**src/rtl/uart_tx_if.sv**
```systemverilog
// Transmit-side handshake and serial line bundle for uart_tx.
// The master drives a word plus a start request; the slave reports status and drives the line.
interface uart_tx_if #(
  parameter int unsigned DATA_BITS = 8
);
  logic [DATA_BITS-1:0] tx_data;
  logic                 tx_start;
  logic                 tx_ready;
  logic                 tx_busy;
  logic                 tx_done;
  logic                 tx;

  modport master (
    output tx_data, tx_start,
    input  tx_ready, tx_busy, tx_done, tx
  );

  modport slave (
    input  tx_data, tx_start,
    output tx_ready, tx_busy, tx_done, tx
  );
endinterface

```
**src/rtl/uart_tx.sv**
```systemverilog
// UART transmitter with integrated baud counter: start, LSB-first data, optional parity, stop bits.
// Every output, including the serial line, comes straight from a flop.
module uart_tx #(
  parameter int unsigned CLKS_PER_BIT = 434,
  parameter int unsigned DATA_BITS    = 8,
  parameter int unsigned PARITY_EN    = 0,
  parameter int unsigned PARITY_ODD   = 0,
  parameter int unsigned STOP_BITS    = 1
) (
  input  logic     clk,
  input  logic     rst,
  uart_tx_if.slave bus
);

  localparam int unsigned CW = $clog2(CLKS_PER_BIT);
  localparam int unsigned BW = $clog2(DATA_BITS);

  typedef enum logic [2:0] {
    IDLE,
    START,
    DATA,
    PARITY,
    STOP
  } state_t;

  state_t               state_q, state_d;
  logic [CW-1:0]        baud_q, baud_d;
  logic [BW-1:0]        idx_q, idx_d;
  logic [DATA_BITS-1:0] shift_q, shift_d;
  logic                 par_q, par_d;
  logic                 tx_q, tx_d;
  logic                 ready_q, ready_d;
  logic                 busy_q, busy_d;
  logic                 done_q, done_d;
  logic                 bit_end_c;

  assign bit_end_c = (baud_q == CW'(CLKS_PER_BIT - 1));

  // Next-state, datapath and registered-output computation
  always_comb begin
    state_d = state_q;
    baud_d  = baud_q;
    idx_d   = idx_q;
    shift_d = shift_q;
    par_d   = par_q;
    done_d  = 1'b0;
    tx_d    = 1'b1;

    if (state_q != IDLE) begin
      baud_d = bit_end_c ? '0 : baud_q + CW'(1);
    end

    case (state_q)
      IDLE: begin
        if (bus.tx_start && ready_q) begin
          shift_d = bus.tx_data;
          par_d   = (^bus.tx_data) ^ 1'(PARITY_ODD);
          baud_d  = '0;
          idx_d   = '0;
          state_d = START;
        end
      end
      START: begin
        if (bit_end_c) begin
          idx_d   = '0;
          state_d = DATA;
        end
      end
      DATA: begin
        if (bit_end_c) begin
          shift_d = shift_q >> 1;
          if (idx_q == BW'(DATA_BITS - 1)) begin
            idx_d   = '0;
            state_d = (PARITY_EN != 0) ? PARITY : STOP;
          end else begin
            idx_d = idx_q + BW'(1);
          end
        end
      end
      PARITY: begin
        if (bit_end_c) begin
          idx_d   = '0;
          state_d = STOP;
        end
      end
      STOP: begin
        // idx doubles as the stop-bit counter
        if (bit_end_c) begin
          if (idx_q == BW'(STOP_BITS - 1)) begin
            idx_d   = '0;
            done_d  = 1'b1;
            state_d = IDLE;
          end else begin
            idx_d = idx_q + BW'(1);
          end
        end
      end
      default: begin
        state_d = IDLE;
      end
    endcase

    // Line level is decided from the upcoming state so tx can be a plain flop
    case (state_d)
      START:   tx_d = 1'b0;
      DATA:    tx_d = shift_d[0];
      PARITY:  tx_d = par_d;
      default: tx_d = 1'b1;
    endcase

    ready_d = (state_d == IDLE);
    busy_d  = !ready_d;
  end

  // State and output registers
  always_ff @(posedge clk) begin
    if (rst) begin
      state_q <= IDLE;
      baud_q  <= '0;
      idx_q   <= '0;
      shift_q <= '0;
      par_q   <= 1'b0;
      tx_q    <= 1'b1;
      ready_q <= 1'b0;
      busy_q  <= 1'b0;
      done_q  <= 1'b0;
    end else begin
      state_q <= state_d;
      baud_q  <= baud_d;
      idx_q   <= idx_d;
      shift_q <= shift_d;
      par_q   <= par_d;
      tx_q    <= tx_d;
      ready_q <= ready_d;
      busy_q  <= busy_d;
      done_q  <= done_d;
    end
  end

  assign bus.tx       = tx_q;
  assign bus.tx_ready = ready_q;
  assign bus.tx_busy  = busy_q;
  assign bus.tx_done  = done_q;

endmodule
```
**src/flat_wrapper.sv**
```systemverilog
// flat-port wrapper written by rule: the top's interface ports become plain ports
module uart_tx_flat 
#(
  parameter int unsigned CLKS_PER_BIT = 434,
  parameter int unsigned DATA_BITS    = 8,
  parameter int unsigned PARITY_EN    = 0,
  parameter int unsigned PARITY_ODD   = 0,
  parameter int unsigned STOP_BITS    = 1
)
  (clk, rst, bus_tx_data, bus_tx_start, bus_tx_ready, bus_tx_busy, bus_tx_done, bus_tx);
  uart_tx_if #(.DATA_BITS(DATA_BITS)) bus_i ();
  input  logic clk;
  input  logic rst;
  input wire logic [$bits(bus_i.tx_data)-1:0] bus_tx_data;
  input wire logic [$bits(bus_i.tx_start)-1:0] bus_tx_start;
  output wire logic [$bits(bus_i.tx_ready)-1:0] bus_tx_ready;
  output wire logic [$bits(bus_i.tx_busy)-1:0] bus_tx_busy;
  output wire logic [$bits(bus_i.tx_done)-1:0] bus_tx_done;
  output wire logic [$bits(bus_i.tx)-1:0] bus_tx;
  assign bus_i.tx_data = bus_tx_data;
  assign bus_i.tx_start = bus_tx_start;
  assign bus_tx_ready = bus_i.tx_ready;
  assign bus_tx_busy = bus_i.tx_busy;
  assign bus_tx_done = bus_i.tx_done;
  assign bus_tx = bus_i.tx;
  uart_tx #(.CLKS_PER_BIT(CLKS_PER_BIT), .DATA_BITS(DATA_BITS), .PARITY_EN(PARITY_EN), .PARITY_ODD(PARITY_ODD), .STOP_BITS(STOP_BITS)) u_core (.clk(clk), .rst(rst), .bus(bus_i));
endmodule
```
**config.mk**
```make
export PLATFORM = sky130hd
export DESIGN_NAME = uart_tx_flat
export DESIGN_NICKNAME = d
export VERILOG_FILES = /design/src/rtl/uart_tx_if.sv /design/src/rtl/uart_tx.sv /design/src/flat_wrapper.sv
export SDC_FILE = /design/constraint.sdc
export NUM_CORES = 1
export LEC_CHECK = 0
export BUFFER_PORTS_ARGS = -buffer_cell sky130_fd_sc_hd__buf_2
export CAP_MARGIN = 40
export CORE_ASPECT_RATIO = 2
export CORE_MARGIN = 1.5
export CORE_UTILIZATION = 45
export DETAILED_ROUTE_END_ITERATION = 16
export PLACE_DENSITY = 0.67
export SKIP_LAST_GASP = 1
export SLEW_MARGIN = 40
export SYNTH_ARGS = -nofsm -noshare
export SYNTH_HDL_FRONTEND = slang
export SYNTH_SLANG_ARGS = --single-unit
```
**constraint.sdc**
```tcl
create_clock -name clk -period 5.22 [get_ports clk]
set_clock_uncertainty 0.1 [all_clocks]
set_input_delay 0.783 -clock clk [delete_from_list [all_inputs] [get_ports clk]]
set_output_delay 0.783 -clock clk [all_outputs]
set_load 0.01 [all_outputs]
```
==> results by group <==
Power
  • Peak VDD IR: 0.128 mV
  • Switching part of the total: 24.0%
  • Static leakage: 0.609 nW
  • Clock power frac: 37.2%
  • Int Pwr: 0.347 mW
  • Comb pwr share: 13.1%
  • Total power: 0.457 mW
  • Net switching power: 0.110 mW
  • Flop pwr share: 49.8%
  • PD cells: 281 nW/um^2

Yosys
  • Mux contribution to synthesized area: 0%
  • Synth Area per Inst: 8.65 sq um
  • Post-synthesis simple-gate area fraction: 25.1%
  • Post-synth top flop: dfxtp_1
  • Adder-Cell Fraction of Synth Area: 4.21%
  • Synth Area in XOR/XNOR: 4.71%
  • Unique cell type count in the Yosys netlist: 46
  • Syn Inst Count: 172
  • Synth Cell Area: 1490 sq um
  • Net Count, Synth: 188
  • Compound-Gate Fraction of Synth Area: 24.5%
  • Yosys reg bits: 28
  • Post-synth EDFFs: 0
  • FFs w/ async S/R, synth: 0%
  • Yosys warnings: 0
  • Seq/Total Area, Yosys: 37.7%
  • Largest family of logic cells by synthesized area: simple AND/OR/NAND/NOR gates

CTS
  • CTS hold repair buffers: 0
  • Clock root buffer: clkbuf_8
  • Clock slew at reported path FFs: 100 ps
  • Post-CTS Setup Bufs: 0
  • Worst skew pair latency: 270 ps
  • TritonCTS clock tree: done
  • Clk sinks: 28
  • CTS max path bufs: 2
  • PostCTS Resize Cnt: 0
  • H-tree levels: 1
  • Num CTS Buffers: 3

Drt
  • WL final: 3230 microns
  • Drt drc: 0
  • Avg WL per Cell: 15.3 microns
  • Via-to-Cell Ratio: 6.08
  • Vias: 1290
  • Initial detailed-routing violation count: 28
  • Post-DRT Antenna Nets: 0
  • Initial DRT Pass Iterations: 4

Global routing
  • Total gr overflow: 0
  • Global Route Usage Sum: 18.6%
  • Number of global-route vias before repair: 1263
  • First-pass GRT wire length: 5310 microns
  • Largest net degree at the start of global routing: 30
  • Initial antenna violation count: 0

STA
  • Endpoints failing setup: 0
  • Fin Hold WS: 368 ps
  • Period utilisation layout: 40.9%
  • RSZ-0062 raised after global routing: false
  • Setup ws final: 3090 ps
  • Worst-margin pin slew: 594 ps
  • Max-slew headroom: 60.3%
  • Hold Vio Cnt, Final: 0
  • Final Critical Period: 2130 ps
  • Final Max Tran Viols: 0
  • TNS Setup: 0 ps
  • Fmax: 0.468 GHz

Setup path
  • Critical Path Fanout Max: 14
  • Critical path cell sequence: or3_1 > nor2_4 > a31oi_2 > a2111oi_1 > a221oi_2
  • Critical Path End: u_core.bus.tx
  • CP Data Required Time: 5270 ps
  • Reg2Reg Launch Point: u_core.state_q[0]
  • CP top delay family: simple AND/OR/NAND/NOR gates
  • Worst path arrival time: 2180 ps
  • Flop2flop setup slack: 3090 ps
  • CP max stage delay: 540 ps
  • Worst R2R End: u_core.bus.tx
  • Worst Setup End Kind: flop
  • WP depth: 5
  • Buffers and inverters on the worst path: 0
  • Setup CP Type: reg2reg
  • Critical path startpoint: u_core.state_q[0]
  • R2r worst-path depth: 5
  • Slowest cell on crit path: or3_1
  • CP startpoint kind: flop

Cells and area
  • Share of layout cells above drive strength 1: 15.5%
  • Most frequent cells in the layout: dfxtp_1 (28), a21oi_1 (19), nor2_1 (17)
  • Antenna cell count: 0
  • Commonest non-fill, non-tap cell in the layout: dfxtp_1
  • # fillers: 309
  • Post-layout util: 51.5%
  • Net count, final: 198
  • Area growth, synth to finish: 9.34%

Die
  • Initial Utilization: 47.1%
  • DIE AREA: 3680 sq um
  • Die width: 43.7 microns
  • Core area: 3160 sq um
  • Die H: 84.3 microns
  • Top-level I/O count: 15
  • Row count: 29

Flow run
  • Max_cap viols: 0

Placed design
  • IO Port Bufs: 14
  • Place WS: 2990 ps
  • Routability Congestion: 0.808
  • Hpwl dp: 2480 microns

Outcome
  • Status: finished clean

Hold path
  • Hold Path Class: reg2reg
## cell type report
type	instances	area, sq um	area share, %
multi-input cells	131	871	53.5
flip-flops and latches	28	561	34.5
repair buffers	14	70.1	4.31
clock buffers	3	41.3	2.54
well taps	31	38.8	2.38
clock inverters	1	30.0	1.85
inverters	4	15.0	0.923
## state kept, by name, indices dropped and copies added (netlist names)
name	cells
u_core.idx_q	3
u_core.bus.tx	1
u_core.bus.tx_done	1
u_core.bus.tx_ready	1
u_core.par_q	1
u_core.bus.tx_busy	1
u_core.state_q	3
u_core.baud_q	9
u_core.shift_q	8
## how the worst min path moves through the flow
stage	endpoint	slack, ps	depth (start not counted)	from
after detailed placement	u_core.shift_q[2]	350	2	u_core.shift_q[2]
after floorplan	u_core.shift_q[2]	340	2	u_core.shift_q[2]
after CTS	u_core.shift_q[2]	370	2	u_core.shift_q[2]
after global routing	u_core.shift_q[5]	380	2	u_core.shift_q[5]
final	u_core.shift_q[5]	370	2	u_core.shift_q[5]
after global placement	u_core.shift_q[2]	350	2	u_core.shift_q[2]
## worst min-delay path, delay by kind of cell, from the launching register on
family,cells,cell delay (ps)
AO/OA/AOI/OAI,1,50
flip-flops,1,320
AND/OR/NAND/NOR,1,50
## cells by family (layout without fill, tap and decap cells)
kind of cell               Yosys count  after routing
adders and majority gates            5              5
xor gates and xnor gates             8              8
and+or+nand+nor                     66             66
AOI/OAI and AO/OA                   52             52
DFF                                 28             28
buffers and inverters               13             22
## power groups by stage
stage	sequential, mW	clock, mW	combinational (mW)
floorplan	0.231	0	0.0437
global placement	0.232	0	0.0584
detailed placement	0.232	0	0.0597
CTS	0.227	0.173	0.0601
global route	0.228	0.186	0.0667
finish	0.227	0.170	0.0597
## synth_stat cells, drive strengths merged, types with 3 or more instances
library cell / n / area share [%]
dfxtp: 28 / 38
a21oi: 20 / 7.0
nor2: 19 / 5.5
nand2: 15 / 3.8
o21ai: 11 / 4.0
a22oi: 6 / 3.0
xnor2: 6 / 3.5
buf: 5 / 1.7
ha: 5 / 4.2
nor3: 5 / 2.4
clkbuf: 4 / 1.1
inv: 4 / 1.0
nand3: 4 / 1.3
a311oi: 3 / 1.8
nand2b: 3 / 1.3
nor2b: 3 / 1.3
or3: 3 / 1.3
## layer usage
metal / wire [microns] / global-route usage [%] / vias to the layer above
li1: - / - / 640
met1: 1230 / 18.2 / 617
met2: 1870 / 36.6 / 27
met3: 81 / 1.94 / 6
met4: 48 / 6.61 / 0
met5: 0 / 0 / -
## metrics by stage
stage / std cells / cell area [sq um]
6_report: 212 / 1630
5_1_grt: 212 / 1630
4_1_cts: 212 / 1630
3_5_place_dp: 208 / 1560
3_3_place_gp: 208 / 1560
2_1_floorplan: 172 / 1490
(Power assumes the default switching activity.)
